**config.mk**
```make
export PLATFORM = sky130hd
export DESIGN_NAME = func3_chk_misr
export DESIGN_NICKNAME = d
export VERILOG_FILES = /design/src/rtl/func3_chk_pkg.sv /design/src/rtl/func3_chk_misr.sv
export SDC_FILE = /design/constraint.sdc
export NUM_CORES = 1
export LEC_CHECK = 0
export BUFFER_PORTS_ARGS = -buffer_cell sky130_fd_sc_hd__buf_4
export CORE_AREA = 2 2 39 41
export DETAILED_ROUTE_END_ITERATION = 6
export DIE_AREA = 0 0 41 43
export PLACE_DENSITY = 0.6
export SLEW_MARGIN = 0
export SYNTH_ARGS = -nofsm -noshare
export SYNTH_HDL_FRONTEND = slang
export SYNTH_SLANG_ARGS = --single-unit
```
**constraint.sdc**
```tcl
create_clock -name clk -period 1 [get_ports clk]
set_clock_uncertainty 0.05 [all_clocks]
set_input_delay 0.15 -clock clk [delete_from_list [all_inputs] [get_ports clk]]
set_output_delay 0.15 -clock clk [all_outputs]
set_load 0.02 [all_outputs]
```
**src/rtl/func3_chk_pkg.sv**
```systemverilog
// rtl/func3_chk_pkg.sv - shared types and constants for the func3 response checker
package func3_chk_pkg;

  typedef enum logic [1:0] {
    IDLE = 2'd0,
    RUN  = 2'd1,
    DONE = 2'd2
  } chk_state_t;

  localparam int NUM_VEC = 16;

  localparam logic [7:0] MISR_POLY = 8'h1D;
  localparam logic [7:0] MISR_SEED = 8'hFF;

  // Response as sampled from func3: {z,y}
  typedef logic [1:0] resp_t;

  // One MISR step: shift left, fold in the polynomial on carry-out, xor the response
  function automatic logic [7:0] misr_step(input logic [7:0] s, input resp_t r);
    return {s[6:0], 1'b0} ^ (s[7] ? MISR_POLY : 8'h00) ^ {6'b0, r};
  endfunction

endpackage

```
**src/rtl/func3_chk_misr.sv**
```systemverilog
// rtl/func3_chk_misr.sv - 8-bit MISR compressing the func3 response stream
module func3_chk_misr
  import func3_chk_pkg::*;
(
  input  logic       clk,
  input  logic       rst,
  input  logic       seed,
  input  logic       en,
  input  resp_t      din,
  output logic [7:0] sig
);

  logic [7:0] sig_q;
  logic [7:0] sig_d;

  // Seed has priority so a new sweep always starts from a known signature
  always_comb begin
    sig_d = sig_q;
    if (seed) begin
      sig_d = MISR_SEED;
    end else if (en) begin
      sig_d = misr_step(sig_q, din);
    end
  end

  // Signature register
  always_ff @(posedge clk or posedge rst) begin
    if (rst) begin
      sig_q <= '0;
    end else begin
      sig_q <= sig_d;
    end
  end

  assign sig = sig_q;

endmodule

```
==> results by group <==
Outcome
  – Status: complete, but fails checks
  – Failing checks: setup timing

Global routing
  – First-pass GRT wire length: roughly 1400 µm
  – Vias in the first global route: approximately 300
  – Total global-route track usage: 0.120
  – Largest net degree at the start of global routing: 13
  – Antenna violations before repair: 0
  – GR Overflow Total: 0

Yosys
  – Post-synthesis cell type count: 11
  – Synth Area in Compound Gates: 0.137
  – Net count after synthesis: 40
  – Main combinational cell family by area after synthesis: simple AND/OR/NAND/NOR gates
  – Yosys reg bits: 8
  – Synth Area in Adders: 0
  – Post-synthesis simple-gate area fraction: 0.165
  – Mux contribution to synthesized area: 0
  – Post-synthesis sequential area ratio: 0.508
  – Post-Synth XOR/XNOR Area: 0.111
  – Synthesized cell area: 394 µm²
  – Mapped Cells: 34
  – Syn. warnings: 0
  – Syn_area_per_cell: 11.6 µm²

Critical path
  – CP required: 800 ps
  – CP arrival: slightly above 800 ps
  – Setup crit start kind: register
  – Crit path buffers/inverters: 1
  – Worst reg2reg startpoint: sig[7]
  – Worst Setup Path Type: register to primary output
  – Worst Setup End Kind: primary output
  – Worst R2R End: sig[2]
  – Critical path, cell by cell: buf_6
  – Max incr delay on CP: about 430 ps
  – Slowest cell on crit path: dfrtp_2
  – R2r worst-path depth: 3
  – Critical path's top delay family: flip-flops
  – Worst path depth: 1
  – R2R Setup Slk: 0 ps
  – CP max FO: 4

Placed design
  – RePlAce Congestion: between 0.6 and 0.7
  – DP Area: 488 µm²
  – Pre-CTS WS: 21.9 ps
  – HPWL Detailed: a little over 500 µm
  – Port Buffers: 13

STA
  – Period Utilization, post-route: 1.02
  – RSZ-0062 raised after global routing: true
  – Slew @ Worst Pin: between 300 and 400 ps
  – Final slew viol count: 0
  – Final min period: 1020 ps
  – Fin worst setup slack: -18.7 ps
  – Relative slew margins: 0.790
  – Final setup vio count: 3
  – Final hold violation count: 0
  – Fmax: between 0.9 and 1 GHz
  – Hold WS: ~130 ps

Finish
  – Nets@finish: 65
  – Share of cells above drive strength 1: 0.603
  – Commonest non-fill, non-tap cells in the layout: buf_4 (13), buf_6 (9), nor3_1 (5), a21oi_1 (5), dfrtp_1 (5)
  – Number of flip-flops in the largest register: 8
  – Ant diodes: 0
  – Layout area overhead: 64.4%
  – Most common cell after layout, fill and taps aside: buf_4
  – Finished Cell Area: roughly 650 µm²
  – Filler cells: approximately 130

Floorplanning
  – Core Area: between 1000 and 1500 µm²
  – DIE HEIGHT: roughly 43 µm
  – Starting Density: 0.285
  – IO Pins: 14
  – DIE AREA: about 1800 µm²
  – Die Width: ~41 µm
  – Site row count: 14

Drt
  – Total routed wirelength: ~900 µm
  – First-pass detailed-route iteration total: 4
  – Iteration-0 DRC Markers: 4
  – WL/cell: roughly 12 µm
  – Antenna Nets Post-Route: 0
  – Drt drc: 0
  – Via count: 332
  – Via/cell ratio: around 4.5

Pwr
  – Pwr dens: 1390 nW/µm²
  – Static leakage: about 0.28 nW
  – Max rail drop VDD: approximately 0.00065 V

Worst hold path
  – HP Start: din[0]
  – Hold Path End: sig[0]
  – Hold path cells: 3
  – HP Class: primary input to register

CTS
  – Num CTS Buffers: 3
  – Root Driver: clkbuf_4
  – Clock slew at reported path FFs: around 50 ps
  – TritonCTS clock tree: built
  – CTS Sinks: 8
  – Clock Path Buffers: 2
  – H-tree Lvls: 1
  – Worst skew pair latency: between 200 and 300 ps

Run
  – Max cap viols: 0
[logic make-up after synthesis]
kind of cell	count (synthesis)
xor gates and xnor gates	5
DFF	8
AOI/OAI and AO/OA	8
and+or+nand+nor	9
buffers and inverters	4
[how the worst max path moves through the flow]
stage	slack (ps)	to	start
after floorplan	-70	sig[7]	sig[7]
after global placement	50	sig[7]	sig[7]
after detailed placement	20	sig[7]	sig[7]
after CTS	-20	sig[7]	sig[7]
after global routing	-40	sig[7]	sig[7]
final	-20	sig[7]	sig[7]
[through the flow]
stage	utilization	power (mW)	setup TNS, ps	instances
final	0.468	0.900	-33.0	74
after global routing	0.468	0.948	-223	74
after global placement	0.353	0.557	0	60
after CTS	0.433	0.873	-34.0	73
after floorplan	-	0.495	-70.6	34
after detailed placement	0.353	0.557	0	60
[routing by layer]
layer | global-route usage | vias to the layer above | routed length [µm]
met2 | 0.141 | 9 | 450
met1 | 0.175 | 157 | 400
met4 | 0.120 | 0 | 19
met5 | 0 | - | 0
li1 | - | 164 | -
met3 | 0.0157 | 2 | 27
[timing repair]
action	4_1_cts	5_1_grt
pin swaps	0	0
resized for setup	4	8
buffers inserted	8	1
setup endpoints to repair	8	12
hold buffers	1	0
hold endpoints to repair	8	0
gates cloned	0	0
[power by group]
group          switching (mW)  internal, mW  total [mW]  leakage (nW)
combinational           0.112         0.150       0.262         0.192
sequential             0.0224         0.352       0.374        0.0776
clock                   0.111         0.153       0.264        0.0150
[layout make-up]
type / count / area (µm²) / area share
well taps: 16 / 20.0 / 0.0309
repair buffers: 23 / 209 / 0.322
clock buffers: 4 / 26.3 / 0.0405
flip-flops and latches: 8 / 204 / 0.315
multi-input cells: 22 / 185 / 0.286
inverters: 1 / 3.75 / 0.00579
[cells in the mapped netlist, drive strengths merged]
cell type,instances,area [µm²]
nor3,5,25.0
buf,3,27.5
a211o,3,28.8
dfrtp,8,200
a21oi,5,25.0
inv,1,3.75
nor2b,4,40.0
xnor2,5,43.8
[tightest hold or removal path, delay by kind of cell]
family	cells	cell delay [ps]
compound gates	1	50
buf+inv	1	90
xor+xnor	1	90
No activity file was read; power rests on OpenSTA's default activity.
